File: config.mk
export PLATFORM = sky130hd
export DESIGN_NAME = disp_scan
export DESIGN_NICKNAME = d
export VERILOG_FILES = /design/src/rtl/disp_scan.sv
export SDC_FILE = /design/constraint.sdc
export NUM_CORES = 1
export LEC_CHECK = 0
export CAP_MARGIN = 20
export CORE_ASPECT_RATIO = 0.5
export CORE_MARGIN = 3
export CORE_UTILIZATION = 35
export CTS_BUF_LIST = sky130_fd_sc_hd__clkbuf_8
export DETAILED_ROUTE_END_ITERATION = 8
export HOLD_SLACK_MARGIN = 0.12
export PLACE_DENSITY = 0.65
export SYNTH_ARGS = -nofsm -noshare
export SYNTH_HDL_FRONTEND = slang
export SYNTH_SLANG_ARGS = --single-unit
File: constraint.sdc
create_clock -name clkm -period 4.8 [get_ports clkm]
set_clock_uncertainty 0.05 [all_clocks]
set_input_delay 0.96 -clock clkm [delete_from_list [all_inputs] [get_ports clkm]]
set_output_delay 0.96 -clock clkm [all_outputs]
set_load 0.005 [all_outputs]
File: src/rtl/disp_scan.sv
// Eight-digit multiplexed seven-segment scanner with a per-frame input snapshot.
// Optional macro LEADING_ZERO_BLANK_EN suppresses leading zeros (digit 0 always shown).
module disp_scan #(
  parameter int unsigned SCAN_DIV = 1000
) (
  input  logic       clkm,
  input  logic       rstn,
  input  logic       en,
  input  logic [3:0] Din0,
  input  logic [3:0] Din1,
  input  logic [3:0] Din2,
  input  logic [3:0] Din3,
  input  logic [3:0] Din4,
  input  logic [3:0] Din5,
  input  logic [3:0] Din6,
  input  logic [3:0] Din7,
  output logic [7:0] Sel,
  output logic [6:0] Seg
);

  localparam int unsigned CntW = (SCAN_DIV > 2) ? $clog2(SCAN_DIV) : 1;
  localparam logic [CntW-1:0] CntMax = CntW'(SCAN_DIV - 1);

  localparam logic [7:0] SelOff = 8'hFF;
  localparam logic [6:0] SegOff = 7'h7F;
  localparam logic [3:0] CodeBlank = 4'd10;

  logic [CntW-1:0] cnt_q, cnt_d;
  logic [2:0]      idx_q, idx_d;
  logic [3:0]      snap_q [8];
  logic [3:0]      snap_d [8];
  logic [3:0]      din    [8];
  logic [7:0]      sel_q, sel_d;
  logic [6:0]      seg_q, seg_d;
  logic [7:0]      lz_blank;
  logic            frame_start;
  logic            slot_end;

  function automatic logic [6:0] seg_decode(input logic [3:0] code);
    logic [6:0] seg;
    case (code)
      4'd0:    seg = 7'h40;
      4'd1:    seg = 7'h79;
      4'd2:    seg = 7'h24;
      4'd3:    seg = 7'h30;
      4'd4:    seg = 7'h19;
      4'd5:    seg = 7'h12;
      4'd6:    seg = 7'h02;
      4'd7:    seg = 7'h78;
      4'd8:    seg = 7'h00;
      4'd9:    seg = 7'h10;
      default: seg = SegOff;
    endcase
    return seg;
  endfunction

  always_comb begin
    din[0] = Din0;
    din[1] = Din1;
    din[2] = Din2;
    din[3] = Din3;
    din[4] = Din4;
    din[5] = Din5;
    din[6] = Din6;
    din[7] = Din7;
  end

  // Scan position and frame snapshot; everything freezes while en is low.
  always_comb begin
    cnt_d       = cnt_q;
    idx_d       = idx_q;
    snap_d      = snap_q;
    frame_start = en && (cnt_q == '0) && (idx_q == 3'd0);
    slot_end    = en && (cnt_q == CntMax);
    if (frame_start) begin
      snap_d = din;
    end
    if (en) begin
      if (slot_end) begin
        cnt_d = '0;
        idx_d = idx_q + 3'd1;
      end else begin
        cnt_d = cnt_q + CntW'(1);
      end
    end
  end

`ifdef LEADING_ZERO_BLANK_EN
  // A zero is blanked while every digit to its left is zero or already blank.
  always_comb begin
    logic higher_dark;
    lz_blank    = '0;
    higher_dark = 1'b1;
    for (int k = 7; k >= 1; k--) begin
      lz_blank[k] = (snap_q[k] == 4'd0) && higher_dark;
      higher_dark = higher_dark && ((snap_q[k] == 4'd0) || (snap_q[k] >= 4'd10));
    end
  end
`else
  assign lz_blank = '0;
`endif

  // cnt == 0 is the dead slot between digits that prevents ghosting.
  always_comb begin
    sel_d = SelOff;
    seg_d = SegOff;
    if (en && (cnt_q != '0)) begin
      sel_d = ~(8'd1 << idx_q);
      seg_d = lz_blank[idx_q] ? SegOff : seg_decode(snap_q[idx_q]);
    end
  end

  always_ff @(posedge clkm or negedge rstn) begin
    if (!rstn) begin
      cnt_q <= '0;
      idx_q <= 3'd0;
      sel_q <= SelOff;
      seg_q <= SegOff;
      for (int k = 0; k < 8; k++) begin
        snap_q[k] <= CodeBlank;
      end
    end else begin
      cnt_q  <= cnt_d;
      idx_q  <= idx_d;
      sel_q  <= sel_d;
      seg_q  <= seg_d;
      snap_q <= snap_d;
    end
  end

  assign Sel = sel_q;
  assign Seg = seg_q;

endmodule

==> results of run 1 <==
[stage by stage]
step / util / hold slack, ns / area [µm²]
final: 0.465 / 0.446 / 3830
after global routing: 0.465 / 0.475 / 3830
after CTS: 0.465 / 0.450 / 3830
after detailed placement: 0.439 / 0.435 / 3610
after global placement: 0.439 / 0.424 / 3610
after floorplan: - / 0.407 / 3050
[layout by cell type (no fill, tap or decap), drive strengths merged, types with 3 or more instances in the layout]
master / n
clkdlybuf4s50: 48
mux2: 36
dfstp: 31
dfrtp: 29
nand2: 17
ha: 13
inv: 11
clkbuf: 10
nor2: 8
mux4: 8
xnor2: 6
mux2i: 6
nor3: 4
nand3: 4
a31oi: 3
o21ai: 3
clkinv: 3
nand4: 3
[critical path, stage by stage]
cell             delay, ns
clkdlybuf4s50_1       0.64
and3_1                0.27
nand4b_1              0.20
nor3b_4               0.52
mux2_1                0.38
[power by group through the flow]
stage	logic [W]	clock network, W	registers, W
after floorplan	0.0000740	0	0.000572
after global placement	0.000132	0	0.000586
after detailed placement	0.000135	0	0.000587
after CTS	0.000135	0.000508	0.000579
after global routing	0.000148	0.000533	0.000584
final	0.000133	0.000493	0.000580
[cell type report]
class	count	share of cell area
inverter	10	0.00980
sequential	60	0.402
clock buffer	10	0.0359
tap	112	0.0366
clock inverter	6	0.0206
multi-input combinational	131	0.366
timing repair buffer	50	0.129
[how the worst max path moves through the flow]
| stage | cells past startpoint | slack, ns | start | to |
|---|---|---|---|---|
| 4_1_cts | 5 | 2.00 | en | idx_q[1]$_DFFE_PN0P_ |
| 6_report | 5 | 1.99 | en | idx_q[1]$_DFFE_PN0P_ |
| 5_1_grt | 5 | 1.89 | en | idx_q[1]$_DFFE_PN0P_ |
| 3_5_place_dp | 5 | 1.65 | en | idx_q[1]$_DFFE_PN0P_ |
| 2_1_floorplan | 5 | 2.37 | en | idx_q[1]$_DFFE_PN0P_ |
| 3_3_place_gp | 5 | 1.75 | en | idx_q[1]$_DFFE_PN0P_ |
[layer usage]
metal	GRT usage	vias to the layer above	wire [µm]
met4	0.0296	0	61
met3	0.0467	6	235
li1	-	851	-
met5	0	-	0
met1	0.155	893	2580
met2	0.197	36	2780
[cells by family after synthesis]
logic type | count (synthesis) | share of synthesized area
flip-flops | 60 | 0.505
multiplexers | 50 | 0.264
AO/OA/AOI/OAI | 13 | 0.0275
adder cells (fa/ha/maj) | 13 | 0.0533
XOR/XNOR | 8 | 0.0230
buffers and inverters | 18 | 0.0353
AND/OR/NAND/NOR | 47 | 0.0915
[state kept, by name, summed over array words and instances, names as in the netlist]
register,flops
cnt_q,10
snap_q,32
Sel,8
Seg,7
idx_q,3
==> results.toml, run 1 <==
[die]
io_pins = 50
die_h_um = 72
num_rows = 23
die-area_um2 = 9940
core_um2 = 8230
fp.dieW_um = 138
start_util = 0.370

[timing]
max_slew.worst_pin.slew_ns = 0.813
finalCriticalPeriod_ns = 2.81
hold_viol_final = 0
drv_slew = 0
rsz0062_at_grt = "false"
setup-tns-final_ns = 0
max_freq_mhz = 356
relSlewSlack = 0.457
fin_ws_ns = 1.99
setup_violations = 0
final.period_utilization = 0.586

[detailed_routing]
num_vias = 1786
first_pass_iters = 4
via_per_inst = 4.71
ant_nets = 0
wirelength_mm = 5.66
drtIter0Drc = 149
wire_per_inst_um = 14.9
post-route-drc-count = 0

[clock_tree]
clk_path_buf_depth = 2
cts_setup_buffers = 0
cts.clk_slew.worst_paths_ns = 0.06
post_cts_resized = 0
cts_buffers = 9
worstSkewPairLatency_ns = 0.33
clockRootBuffer = "clkbuf_8"
cts_hold_buf = 0
cts_tree = "yes"
clkSinkCount = 60
htree_levels = 3

[critical_path]
r2r-end = "snap_q[12]$_DFFE_PN0P_"
cp_max_fo = 10
crit_path_end_kind = "flip-flop"
worstPathArrival_ns = 2.97
start_kind = "primary input"
worstReg2RegStart = "cnt_q[4]$_DFFE_PN0P_"
reg2regPathDepth = 4
crit_required_ns = 4.96
critical_path_class = "primary input to flip-flop"
rrSetupSlack_ns = 2.18

[placement]
gp_congestion = 0.850
hpwl_mm = 4.06
io_buffers = 49
dp_slack_ns = 1.65
placed_cells = 363

[power]
power_leakage_nw = 1.74
power_frac_clock = 0.409
p_total_w = 0.00121
powerDensity_nw_per_um2 = 315
combPwrFrac = 0.110
swShare = 0.237
p_int_w = 0.000920
ir_drop_mv = 0.130
p_sw_w = 0.000285
seqPwrFrac = 0.481

[global_route]
grt_max_degree = 61
overflow = 0
grt_pass1_vias = 1926
antenna_found_initial = 0
grt_pass1_wl_mm = 9.60
grtUsageTotal = 0.121

[yosys]
synth_edf_count = 0
seq_area_frac_synth = 0.505
yosysMostFrequentCell = "mux2_4"
synthArstFlopShare = 1.00
synth_ff_type = "dfstp_2"
synth_cells = 209
synthTopCellsByArea = "dfstp_2 27%, dfrtp_1 24%, mux2_4 16%"
yosysWarnings = 0
synthesis.area_um2 = 3050
ys_top_cells_by_count = "32 x mux2_4, 31 x dfstp_2, 29 x dfrtp_1"
synth_top_area_cell = "dfstp_2"
ys_seq_elements = 60
synth.distinct_cells = 39
synth_top_area_frac = 0.267
avgSynthCellArea_um2 = 14.6
syn_nets = 257

[layout]
layout.cells.non_filler = 379
antenna_cells = 0
final_nets = 310
fillers = 727
final-seq-area_um2 = 1540
drive_above_1_share = 0.348
multiInputGateArea_um2 = 1400
area_growth_pct = 25.6

[worst_hold_path]
holdPathStages = 1
hold_end = "snap_q[12]$_DFFE_PN0P_"
hold_path_class = "flip-flop to flip-flop"
min_from = "snap_q[12]$_DFFE_PN0P_"

[outcome]
status = "finished clean"

[flow_run]
cap_violations = 0
Power figures use the tool's default switching activity.
==> run 2, diff against run 1 <==
Clock period 4.8 ns to 2.7 ns, I/O delays scaled along.
==> run 2 against run 1 <==
Global-route usage up 0.61 points. Flip-flop and latch count unchanged. Die area unchanged. Sequential share of layout area up 0.12 points. Critical path depth up 1. Via count up 1.5%.
==> results.toml, run 2 (synthesis gave the netlist of run 1 again) <==
[layout]
final_nets = 315
area_growth_pct = 25.2
layout.cells.non_filler = 384
largest_register = "snap_q"
fillers = 736
largest_reg_flops = 32
multiInputGateArea_um2 = 1400
final-seq-area_um2 = 1540
drive_above_1_share = 0.353
post-route-util = 0.464
antenna_cells = 0
final_common_cell = "clkdlybuf4s50_1"
final_cell_mix = "48 x clkdlybuf4s50_1, 32 x mux2_4, 31 x dfstp_2"

[timing]
relSlewSlack = 0.596
setup_violations = 0
rsz0062_at_grt = "false"
hold_viol_final = 0
max_slew.worst_pin.slew_ns = 0.606
fin_ws_ns = 0.238
setup-tns-final_ns = 0
drv_slew = 0
finalCriticalPeriod_ns = 2.46
max_freq_mhz = 406
final.period_utilization = 0.912

[critical_path]
start_kind = "flip-flop"
worst-path-buf-inv = 1
reg2regPathDepth = 6
worstPathArrival_ns = 2.68
rrSetupSlack_ns = 0.24
worstReg2RegStart = "idx_q[0]$_DFFE_PN0P_"
crit_required_ns = 2.92
critPathTopFamily = "multiplexers"
crit_path_end_kind = "flip-flop"
crit_slowest_cell = "dfrtp_1"
critical_path_class = "flip-flop to flip-flop"
cp_slowest_stage_delay_ns = 0.65
path_cells = "mux4_1, mux2i_1, ha_1, inv_1, o21ai_1, a211o_1"
worst-path-stages = 6
r2r-end = "Seg[1]$_DFF_PN1_"
cp_max_fo = 9

[detailed_routing]
ant_nets = 0
wire_per_inst_um = 15.3
wirelength_mm = 5.87
num_vias = 1812
post-route-drc-count = 0
drtIter0Drc = 74
via_per_inst = 4.72
first_pass_iters = 4

[placement]
io_buffers = 49
placed_cells = 368
hpwl_mm = 4.37
dp_slack_ns = 0.240
gp_congestion = 0.822

[die]
core_um2 = 8230
die-area_um2 = 9940
io_pins = 50
die_h_um = 72
num_rows = 23
start_util = 0.370
fp.dieW_um = 138

[power]
power_frac_clock = 0.342
power_leakage_nw = 1.74
ir_drop_mv = 0.231
combPwrFrac = 0.126
p_total_w = 0.00194
p_sw_w = 0.000517
seqPwrFrac = 0.532
p_int_w = 0.00142
powerDensity_nw_per_um2 = 507
swShare = 0.267

[clock_tree]
cts_tree = "yes"
cts_buffers = 9
worstSkewPairLatency_ns = 0.35
htree_levels = 3
cts.clk_slew.worst_paths_ns = 0.07
clockRootBuffer = "clkbuf_8"
cts_setup_buffers = 0
post_cts_resized = 0
clk_path_buf_depth = 2
clkSinkCount = 60
cts_hold_buf = 0

[flow_run]
cap_violations = 0

[outcome]
status = "finished clean"

[global_route]
grt_pass1_vias = 1898
grtUsageTotal = 0.127
antenna_found_initial = 0
grt_max_degree = 34
overflow = 0
grt_pass1_wl_mm = 9.81

[worst_hold_path]
hold_path_class = "primary input to asynchronous set/reset pin"
==> run 2: worst max path at each step <==
| stage | slack [ns] | from | end |
|---|---|---|---|
| 2_1_floorplan | 0.58 | idx_q[0]$_DFFE_PN0P_ | Seg[1]$_DFF_PN1_ |
| 3_3_place_gp | 0.29 | en | idx_q[2]$_DFFE_PN0P_ |
| 6_report | 0.24 | idx_q[0]$_DFFE_PN0P_ | Seg[1]$_DFF_PN1_ |
| 3_5_place_dp | 0.24 | idx_q[0]$_DFFE_PN0P_ | Seg[1]$_DFF_PN1_ |
| 5_1_grt | 0.10 | idx_q[0]$_DFFE_PN0P_ | Seg[1]$_DFF_PN1_ |
| 4_1_cts | 0.21 | idx_q[0]$_DFFE_PN0P_ | Seg[1]$_DFF_PN1_ |
==> run 2: power by group through the flow <==
| stage | sequential (W) | combinational [W] | clock [W] |
|---|---|---|---|
| 2_1_floorplan | 0.00102 | 0.000132 | 0 |
| 3_3_place_gp | 0.00104 | 0.000240 | 0 |
| 3_5_place_dp | 0.00105 | 0.000245 | 0 |
| 4_1_cts | 0.00103 | 0.000249 | 0.000681 |
| 5_1_grt | 0.00104 | 0.000271 | 0.000727 |
| 6_report | 0.00103 | 0.000244 | 0.000662 |
==> run 2: metrics by stage <==
stage,cell area (µm²),hold WS [ns]
6_report,3820,0.156
5_1_grt,3820,0.179
4_1_cts,3820,0.162
3_5_place_dp,3660,0.444
3_3_place_gp,3660,0.442
2_1_floorplan,3050,0.194
==> run 2: layout make-up <==
| class | instances | area share |
|---|---|---|
| timing repair buffer | 55 | 0.142 |
| tap | 112 | 0.0367 |
| sequential | 60 | 0.403 |
| clock buffer | 9 | 0.0324 |
| multi-input combinational | 131 | 0.367 |
| inverter | 10 | 0.00983 |
| clock inverter | 7 | 0.00819 |
==> run 2: layer usage <==
metal	GRT usage	vias up	routed length [µm]
met1	0.165	907	2820
li1	-	862	-
met4	0.0493	0	97
met5	0	-	0
met2	0.193	33	2690
met3	0.0507	10	269
==> run 3, diff against run 2 <==
Settings changed: PLACE_DENSITY 0.65 to not set.
==> run 3 against run 2 <==
Clock power increased by 9.2%. Count of clock-buffer cells in the layout increased by 2. Sequential power about the same. Register-to-register slack improved by 0.08 ns. Critical endpoint is now snap_q[8]$_DFFE_PN0P_. Largest cell class unchanged.
==> results.toml, run 3 (synthesis gave the netlist of run 1 again) <==
[critical_path]
start_kind = "flip-flop"
critical_path_class = "flip-flop to flip-flop"
crit_path_end_kind = "flip-flop"
worstReg2RegStart = "cnt_q[4]$_DFFE_PN0P_"
crit_required_ns = 2.87
critPathLaunch = "cnt_q[4]$_DFFE_PN0P_"
reg2regPathDepth = 5
cp_max_fo = 14
worstPathArrival_ns = 2.55

[worst_hold_path]
hold_path_class = "primary input to asynchronous set/reset pin"

[timing]
rsz0062_at_grt = "false"
max_slew.worst_pin.slew_ns = 0.679
max_freq_mhz = 421
relSlewSlack = 0.547
finalCriticalPeriod_ns = 2.38
drv_slew = 0
worst_hold_slack_ns = 0.195
setup-tns-final_ns = 0
hold_viol_final = 0
setup_violations = 0
final.period_utilization = 0.881

[die]
io_pins = 50
core_um2 = 8230
die_h_um = 72
die-area_um2 = 9940
start_util = 0.370
num_rows = 23
fp.dieW_um = 138

[global_route]
grt_max_degree = 32
overflow = 0
antenna_found_initial = 0
met1_usage = 0.170
grt_pass1_wl_mm = 9.75
met2_usage = 0.193
met3_usage = 0.0481
grtUsageTotal = 0.127
grt_pass1_vias = 1881
busiest_layer = "met2"

[power]
powerDensity_nw_per_um2 = 519
ir_drop_mv = 0.199
power_leakage_nw = 1.75

[detailed_routing]
post-route-drc-count = 0
wire_per_inst_um = 15.2
num_vias = 1823
ant_nets = 0
first_pass_iters = 4
drtIter0Drc = 109
via_per_inst = 4.75
wirelength_mm = 5.85

[clock_tree]
clkSinkCount = 60
cts_tree = "yes"
cts_buffers = 9
worstSkewPairLatency_ns = 0.34
cts_setup_buffers = 0
htree_levels = 3
cts_hold_buf = 0
clk_path_buf_depth = 2
clockRootBuffer = "clkbuf_8"
cts.clk_slew.worst_paths_ns = 0.07
post_cts_resized = 0

[placement]
place_area_um2 = 3670
placed_cells = 368
io_buffers = 49
gp_congestion = 0.818
hpwl_mm = 4.38

[layout]
fin_area_um2 = 3850
largest_reg_flops = 32
antenna_cells = 0
drive_above_1_share = 0.360
largest_register = "snap_q"
final_common_cell = "clkdlybuf4s50_1"
area_growth_pct = 26.4
final_nets = 315
layout.cells.non_filler = 384
fillers = 743
final_cell_mix = "48 x clkdlybuf4s50_1, 32 x mux2_4, 31 x dfstp_2"

[flow_run]
cap_violations = 0

[outcome]
status = "finished clean"
run 3: area by class of cell:
class                           instances  area (µm²)  area share
Inverter                               10        37.5     0.00974
Tap cell                              112         140      0.0364
Timing Repair Buffer                   55         556       0.144
Multi-Input combinational cell        131        1400       0.364
Sequential cell                        60        1540       0.400
Clock inverter                          5        27.5     0.00714
Clock buffer                           11         151      0.0393
run 3: final timing paths:
kind,endpoint,slack (ns)
max reg2reg,snap_q[8]$_DFFE_PN0P_,0.32
max,snap_q[8]$_DFFE_PN0P_,0.32
max in group asynchronous,Sel[7]$_DFF_PN1_,1.75
min,idx_q[0]$_DFFE_PN0P_,0.20
min in group clkm,snap_q[18]$_DFFE_PN0P_,0.46
min reg2reg,snap_q[18]$_DFFE_PN0P_,0.46
run 3: routing by layer:
metal	share of wire	vias up
li1	-	861
met1	0.48	911
met2	0.46	44
met3	0.041	7
met4	0.013	0
met5	0	-
run 3: critical path, cell delays in order, from the launching register on:
cell	delay (ns)
dfrtp_1	0.45
nor4_1	0.44
and4_1	0.36
nand4_4	0.35
buf_12	0.30
mux2_4	0.29
run 3: metrics by stage:
step | utilization | total power (W) | setup slack [ns]
6_report | 0.468 | 0.00200 | 0.322
5_1_grt | 0.468 | 0.00210 | 0.170
4_1_cts | 0.468 | 0.00203 | 0.318
3_5_place_dp | 0.446 | 0.00129 | 0.267
3_3_place_gp | 0.446 | 0.00129 | 0.335
2_1_floorplan | - | 0.00115 | 0.579
run 3: where the power goes:
part	switching (W)	total [W]	internal, W
combinational	0.000106	0.000243	0.000137
sequential	0.0000668	0.00103	0.000967
clock	0.000347	0.000723	0.000376
total	0.000520	0.00200	0.00148
